`src/rtl/qedmma_fp_divider.sv`:
```
// Sequential Q15.16 fixed-point divider: radix-2^BITS_PER_CYCLE restoring division on magnitudes,
// valid/ready on both sides, with overflow and divide-by-zero flags.
module qedmma_fp_divider #(
    parameter int unsigned DATA_WIDTH     = 32,
    parameter int unsigned FRAC_BITS      = 16,
    parameter int unsigned BITS_PER_CYCLE = 1,
    parameter int unsigned TAG_WIDTH      = 3
) (
    input  logic                  clk,
    input  logic                  rst,
    input  logic                  in_valid,
    output logic                  in_ready,
    input  logic [DATA_WIDTH-1:0] in_a,
    input  logic [DATA_WIDTH-1:0] in_b,
    input  logic [TAG_WIDTH-1:0]  in_tag,
    output logic                  out_valid,
    input  logic                  out_ready,
    output logic [DATA_WIDTH-1:0] out_q,
    output logic [TAG_WIDTH-1:0]  out_tag,
    output logic                  out_ovf,
    output logic                  out_dz
);

    localparam int unsigned NW    = DATA_WIDTH + FRAC_BITS;
    localparam int unsigned STEPS = NW / BITS_PER_CYCLE;
    localparam int unsigned CW    = (STEPS > 1) ? $clog2(STEPS) : 1;
    localparam logic [CW-1:0]         CNT_INIT = CW'(STEPS - 1);
    localparam logic [DATA_WIDTH-1:0] FP_ONE   = {{(DATA_WIDTH-1){1'b0}}, 1'b1} << FRAC_BITS;
    localparam logic [NW-1:0]         Q_LIM    = {{(NW-DATA_WIDTH){1'b0}}, 1'b1, {(DATA_WIDTH-1){1'b0}}};

    typedef enum logic [1:0] {IDLE, CALC, DONE} state_t;
    state_t state, state_nxt;

    logic [NW-1:0]         dvd, dvd_nxt, n_ext, n_mag;
    logic [DATA_WIDTH:0]   dvs, b_ext, b_mag;
    logic [DATA_WIDTH+1:0] rem, rem_nxt;
    logic [CW-1:0]         cnt;
    logic [TAG_WIDTH-1:0]  tag_r;
    logic                  neg, accept, b_zero, last, q_ovf;
    logic [DATA_WIDTH-1:0] q_low, q_fix;

    assign in_ready  = (state == IDLE);
    assign out_valid = (state == DONE);
    assign accept    = in_valid && in_ready;
    assign b_zero    = (in_b == '0);
    assign last      = (cnt == '0);

    // Divisor is widened by one bit so that |0x8000_0000| = 2^31 is representable.
    assign n_ext = {in_a, {FRAC_BITS{1'b0}}};
    assign n_mag = in_a[DATA_WIDTH-1] ? -n_ext : n_ext;
    assign b_ext = {in_b[DATA_WIDTH-1], in_b};
    assign b_mag = in_b[DATA_WIDTH-1] ? -b_ext : b_ext;

    // dvd shifts dividend bits out at the top and quotient bits in at the bottom.
    always_comb begin
        rem_nxt = rem;
        dvd_nxt = dvd;
        for (int unsigned i = 0; i < BITS_PER_CYCLE; i++) begin
            rem_nxt = {rem_nxt[DATA_WIDTH:0], dvd_nxt[NW-1]};
            dvd_nxt = {dvd_nxt[NW-2:0], 1'b0};
            if (rem_nxt >= {1'b0, dvs}) begin
                rem_nxt    = rem_nxt - {1'b0, dvs};
                dvd_nxt[0] = 1'b1;
            end
        end
    end

    assign q_low = dvd_nxt[DATA_WIDTH-1:0];
    assign q_fix = neg ? -q_low : q_low;
    assign q_ovf = neg ? (dvd_nxt > Q_LIM) : (dvd_nxt >= Q_LIM);

    always_comb begin
        state_nxt = state;
        unique case (state)
            IDLE:    if (accept)    state_nxt = b_zero ? DONE : CALC;
            CALC:    if (last)      state_nxt = DONE;
            DONE:    if (out_ready) state_nxt = IDLE;
            default:                state_nxt = IDLE;
        endcase
    end

    always_ff @(posedge clk or posedge rst) begin
        if (rst) state <= IDLE;
        else     state <= state_nxt;
    end

    always_ff @(posedge clk or posedge rst) begin
        if (rst) begin
            dvd     <= '0;
            dvs     <= '0;
            rem     <= '0;
            cnt     <= '0;
            neg     <= 1'b0;
            tag_r   <= '0;
            out_q   <= '0;
            out_tag <= '0;
            out_ovf <= 1'b0;
            out_dz  <= 1'b0;
        end else begin
            case (state)
                IDLE: if (accept) begin
                    dvd   <= n_mag;
                    dvs   <= b_mag;
                    rem   <= '0;
                    cnt   <= CNT_INIT;
                    neg   <= in_a[DATA_WIDTH-1] ^ in_b[DATA_WIDTH-1];
                    tag_r <= in_tag;
                    if (b_zero) begin
                        out_q   <= FP_ONE;
                        out_ovf <= 1'b0;
                        out_dz  <= 1'b1;
                        out_tag <= in_tag;
                    end
                end
                CALC: begin
                    dvd <= dvd_nxt;
                    rem <= rem_nxt;
                    cnt <= cnt - CW'(1);
                    if (last) begin
                        out_q   <= q_fix;
                        out_ovf <= q_ovf;
                        out_dz  <= 1'b0;
                        out_tag <= tag_r;
                    end
                end
                default: ;
            endcase
        end
    end

endmodule
```
`config.mk`:
```
export PLATFORM = sky130hd
export DESIGN_NAME = qedmma_fp_divider
export DESIGN_NICKNAME = d
export VERILOG_FILES = /design/src/rtl/qedmma_fp_divider.sv
export SDC_FILE = /design/constraint.sdc
export NUM_CORES = 1
export LEC_CHECK = 0
export CORE_MARGIN = 2
export CORE_UTILIZATION = 50
export CTS_CLUSTER_DIAMETER = 80
export DETAILED_ROUTE_END_ITERATION = 16
export DONT_BUFFER_PORTS = 1
export GPL_ROUTABILITY_DRIVEN = 0
export PLACE_DENSITY = 0.71
export SLEW_MARGIN = 20
export SYNTH_ARGS = -nofsm -noshare
export SYNTH_HDL_FRONTEND = slang
export SYNTH_SLANG_ARGS = --single-unit
```
`constraint.sdc`:
```
create_clock -name clk -period 5.1 [get_ports clk]
set_input_delay 1.02 -clock clk [delete_from_list [all_inputs] [get_ports clk]]
set_output_delay 1.02 -clock clk [all_outputs]
set_load 0.1 [all_outputs]
```
==> results.yml, run 1 <==
finish:
  fillCellCount: 1862
  layout.nets: 1257
  num_antenna_cells: 0
  fin_cells: 1430
  area_growth_pct: 7.89
  layout-drive-gt1-share: 0.0569
clock_tree:
  cts_max_level: 4
  cts_tree: "done"
  numCtsBuffers: 17
  clk_latency_ns: 0.43
  cts.root.buffer_cell: "clkbuf_16"
  cts_hold_buf: 0
  clk_pin_slew_ns: 0.07
  post_cts_buffers: 0
  numClockSinks: 163
  cts_resized: 0
  clockBufferDepth: 2
routing:
  first_pass_iters: 5
  drtIter0Drc: 527
  drc: 0
  num_vias: 8320
  routedWlPerCell_um: 16.5
  wirelength_um: 23600
  vias_per_cell: 5.82
  ant_nets: 0
setup_path:
  criticalPathCategory: "reg -> reg"
  crit_fanout: 6
  r2r_setup_slack_ns: 0.77
  cp_data_arrival_time_ns: 4.61
  reg2reg_from: "dvs[13]"
  critical-path-top-delay-family: "compound AO/OA/AOI/OAI gates"
  crit_required_ns: 5.38
  crit_chain: "inv_1, ha_1, a2111oi_0, o21ai_0, o311a_1, a31oi_1, a31oi_1, a31o_2, inv_2, ha_1, nand4_1, or2_0, o31ai_1, xor2_1, o31ai_1"
  rr_endpoint: "out_q[30]"
  reg2reg_depth: 15
  cp_slowest_cell: "a2111oi_0"
  cp-start-kind: "register"
  endpoint_kind: "register"
  worst-path-buf-inv: 2
  cpPeakStageDelay_ns: 0.44
timing:
  max_freq_ghz: 0.231
  rsz0062_at_grt: "false"
  tightestPinTransition_ns: 1.01
  slew_headroom: 0.328
  slew_violations: 0
  fin_skew_ns: 0.0119
  finalWorstPathRequiredPeriod_ns: 4.33
  finalSetupTns_ns: 0
  period_share: 0.849
  hold_viol_final: 0
  setup-violations-final: 0
global_route:
  antenna_found_initial: 1
  grt_pass1_wl_um: 40100
  grtUsageTotal: 0.226
  grt_pass1_vias: 7948
  grt_max_degree: 164
  grt_overflow: 0
synth:
  synth_seq_area_share: 0.402
  async_flop_share: 1.00
  synth_cells: 1180
  synth_area_sq_um: 10100
  yosys_most_used_dff: "dfrtp_1"
  syn_avg_cell_area_sq_um: 8.60
  synth_edf_count: 0
  synth_seq_cells: 163
  synth.distinct_cells: 61
  syn_nets: 1290
  yosys_warnings: 0
min_path:
  hold_end: "dvs[11]"
  hp-class: "reg -> reg"
  hold_depth: 2
  min_from: "dvs[11]"
placed_design:
  port_buffers: 0
  dp.cells: 1398
  hpwl_um: 16400
die:
  start_util: 0.505
  dieArea_sq_um: 21400
  fp.dieH_um: 146
  ios: 110
  die_x_um: 146
  core_area_sq_um: 20100
  fp-row-count: 52
flow_run:
  drv_cap: 0
run_status:
  status: "finished, final reports clean"
[worst reg2reg max path, cell delays in order (launching register included)]
cell       delay, ns
dfrtp_1         0.39
inv_1           0.07
ha_1            0.35
a2111oi_0       0.44
o21ai_0         0.18
o311a_1         0.16
a31oi_1         0.42
a31oi_1         0.28
a31o_2          0.32
inv_2           0.07
ha_1            0.28
nand4_1         0.23
or2_0           0.37
o31ai_1         0.33
xor2_1          0.21
o31ai_1         0.08
[metrics by stage]
step	hold slack (ns)	instance area [sq um]	setup slack, ns	utilization
floorplan	0.445	10100	1.03	-
global placement	0.457	10400	0.643	0.516
detailed placement	0.467	10400	0.554	0.516
CTS	0.483	10900	0.873	0.544
global route	0.503	10900	0.347	0.544
finish	0.479	10900	0.770	0.544
[sequential cells by signal, summed over array words and instances, names as in the netlist, 2 cells and up]
name and flops:
cnt 6, dvd 48, dvs 33, out_q 32, out_tag 3, rem 33, state 2, tag_r 3
[cell type report]
type | instances | area (sq um) | area share
inverters | 57 | 218 | 0.0199
multi-input cells | 895 | 5630 | 0.515
repair buffers | 13 | 110 | 0.0101
clock buffers | 18 | 429 | 0.0392
well taps | 270 | 338 | 0.0309
flip-flops and latches | 163 | 4080 | 0.373
clock inverters | 14 | 140 | 0.0128
[logic make-up (layout without fill, tap and decap cells)]
logic type,count (synthesis),count (layout),share of synthesized area
compound gates,366,366,0.221
mux,16,16,0.0158
buf+inv,122,102,0.0456
fa+ha+maj,39,39,0.0488
xor+xnor,118,118,0.102
simple gates,356,356,0.165
flops,163,163,0.402
[synth_stat cells (all sizes together), types with 2 or more instances]
master,n,area [sq um]
o21a,3,22.5
a31oi,8,50.1
nand3b,3,22.5
inv,56,210
nor4,10,77.6
dfrtp,163,4080
or3b,2,17.5
nor2b,7,43.8
and3,7,43.8
or4,15,124
clkbuf,54,203
ha,38,475
and2,3,18.8
o21bai,5,37.5
nand2,165,619
mux2i,16,160
nand2b,8,50.1
o211ai,8,60.1
a22oi,29,218
nand3,49,245
a21o,13,97.6
or2,5,31.3
o2111ai,4,35.0
o31ai,42,315
or3,11,75.1
xnor2,34,298
nand4,9,56.3
a31o,2,17.5
a41oi,2,17.5
a211oi,2,15.0
buf,11,46.3
a32oi,3,26.3
o21ai,162,811
a21oi,58,290
xor2,84,736
o41ai,13,114
nor3,15,75.1
nor2,47,176
[layout by cell type, fill, tap and decap left out, types with 16 or more instances in the layout]
cell type / instances
mux2i_1: 16
a21oi_1: 58
nor2_1: 45
xnor2_1: 34
clkbuf_16: 17
o31ai_1: 42
dfrtp_1: 163
inv_1: 54
nand3_1: 49
ha_1: 38
a22oi_1: 29
xor2_1: 84
o21ai_0: 160
nand2_1: 164
[worst max path at each step]
stage | startpoint | end | slack (ns) | depth (start not counted)
after floorplan | in_a[8] | dvd[45] | 1.03 | 9
after global placement | in_b[8] | out_q[8] | 0.64 | 9
after detailed placement | in_b[8] | out_q[2] | 0.55 | 9
after CTS | dvs[13] | out_q[30] | 0.87 | 15
after global routing | dvs[13] | out_q[30] | 0.35 | 15
final | dvs[13] | out_q[30] | 0.77 | 15
[metal layers]
metal / track usage / part of all wire / vias up
li1: - / - / 4149
met1: 0.334 / 0.50 / 3993
met2: 0.345 / 0.45 / 157
met3: 0.0472 / 0.046 / 19
met4: 0.0471 / 0.0072 / 2
met5: 0 / 0.00055 / -
Power of run 1 is left out: the tool's default activity adds up to more than one toggle a clock period on the data nets, which glitch-free logic cannot reach.
==> inputs of run 2 (changes only) <==
==> constraint.sdc (replaced) <==
create_clock -name clk -period 3.6 [get_ports clk]
set_input_delay 0.72 -clock clk [delete_from_list [all_inputs] [get_ports clk]]
set_output_delay 0.72 -clock clk [all_outputs]
set_load 0.1 [all_outputs]
==> run 2 against run 1 <==
Effect of this change:
- setup slack worse by 0.57 ns
- die area stayed put
- global-route usage is 0.78 points higher
- via count is 3.6% higher
- non-clock buffer count rose by 19
- fmax increased by 28%
- flip-flop and latch count did not move
- design area is 2.2% higher
- sequential share of layout area fell by 0.82 points
- routed wire length increased by 4.2%
- utilization rose by 1.2 points
- cell count is 1.3% higher
- critical path type unchanged
- critical endpoint unchanged
- highest routed layer is now met4
==> results.yml, run 2 (synthesized netlist as in run 1, its figures left out) <==
placed_design:
  dp.cells: 1417
  port_buffers: 0
  hpwl_um: 17000
setup_path:
  worst-path-buf-inv: 2
  crit_chain: "inv_1, ha_1, fa_1, nor2b_1, o2111ai_2, nand3b_1, a31oi_4, a31oi_2, a31o_2, inv_2, ha_2, nand4_1, or2_4, o31ai_2, xor2_1, o31ai_1"
  crit_fanout: 5
  cp_slowest_cell: "dfrtp_1"
  cpPeakStageDelay_ns: 0.40
  criticalPathCategory: "reg -> reg"
  endpoint_kind: "register"
  crit_required_ns: 3.89
  cp_data_arrival_time_ns: 3.68
  critical-path-top-delay-family: "compound AO/OA/AOI/OAI gates"
  cp-start-kind: "register"
clock_tree:
  cts_tree: "done"
  clk_pin_slew_ns: 0.07
  post_cts_buffers: 0
  clockBufferDepth: 2
  numClockSinks: 163
  cts_max_level: 4
  cts.root.buffer_cell: "clkbuf_16"
  clk_latency_ns: 0.44
  numCtsBuffers: 17
finish:
  fillCellCount: 1805
  layout.nets: 1276
  fin_cells: 1449
  layout-drive-gt1-share: 0.0840
  mostFrequentLayoutCells: "nand2_1, dfrtp_1, o21ai_0"
  num_antenna_cells: 0
  area_growth_pct: 10.3
  largestRegisters: "dvd x48, dvs x33, rem x33"
  regMostFlops: "dvd"
  layout_commonest_cell: "nand2_1"
  largest_reg_flops: 48
timing:
  hold_viol_final: 0
  setup-violations-final: 0
  fin_skew_ns: 0.0178
  slew_headroom: 0.340
  max_freq_ghz: 0.294
  finalSetupTns_ns: 0
  period_share: 0.943
  tightestPinTransition_ns: 0.991
  hold_ws_ns: 0.366
  slew_violations: 0
  finalWorstPathRequiredPeriod_ns: 3.40
  rsz0062_at_grt: "false"
routing:
  drtIter0Drc: 515
  drc: 0
  routedWlPerCell_um: 17.0
  vias_per_cell: 5.95
  wirelength_um: 24600
  num_vias: 8616
  wl_met3_um: 1400
  first_pass_iters: 5
  routed.top_layer: "met4"
  ant_nets: 0
  wl_met2_um: 11300
  wl_met1_um: 11400
global_route:
  antenna_found_initial: 0
  grt_pass1_wl_um: 40900
  grt_pass1_vias: 8063
  grt_max_degree: 95
  grt_overflow: 0
  grtUsageTotal: 0.234
die:
  dieArea_sq_um: 21400
  die_x_um: 146
  fp.dieH_um: 146
  ios: 110
  fp-row-count: 52
  start_util: 0.505
  core_area_sq_um: 20100
flow_run:
  drv_cap: 0
min_path:
  hp-class: "in -> async"
run_status:
  status: "finished, final reports clean"
run 2: cell types whose count changed in the layout (fill, tap and decap cells not counted), sizes merged:
cell / previous run / this run
buf: 13 / 32
clkbuf: 18 / 17
clkinvlp: 2 / 3
run 2: worst paths after layout:
path,start,end,slack [ns],depth (start not counted)
max,dvd[47],out_q[30],0.20,16
min,rst,dvs[9],0.37,1
max reg2reg,dvd[47],out_q[30],0.20,16
min reg2reg,dvs[16],dvs[16],0.48,2
max in group asynchronous,rst,rem[17],2.41,2
min in group clk,in_tag[1],tag_r[1],0.39,2
run 2: cell type report:
type                    instances  area, sq um  area share
well taps                     270          338      0.0302
clock buffers                  17          425      0.0380
multi-input cells             895         5700       0.510
flip-flops and latches        163         4080       0.364
repair buffers                 32          265      0.0237
clock inverters                15          164      0.0146
inverters                      57          218      0.0195
run 2: through the flow:
| step | setup slack [ns] | utilization | instance area, sq um |
|---|---|---|---|
| after floorplan | -0.168 | - | 10200 |
| after global placement | -0.232 | 0.526 | 10600 |
| after detailed placement | -0.231 | 0.526 | 10600 |
| after CTS | 0.0631 | 0.555 | 11200 |
| after global routing | 0.00892 | 0.557 | 11200 |
| final | 0.204 | 0.557 | 11200 |
run 2: repair_timing:
item                       4_1_cts  5_1_grt
setup endpoints to repair        0        8
hold buffers                     0        0
resized for setup                0        9
run 2: routing by layer:
| metal | vias to the layer above | global-route usage |
|---|---|---|
| met2 | 274 | 0.357 |
| met4 | 0 | 0.0859 |
| met1 | 4119 | 0.336 |
| met3 | 40 | 0.0406 |
| met5 | - | 0 |
| li1 | 4183 | - |
Power of run 2 is left out for the same reason.
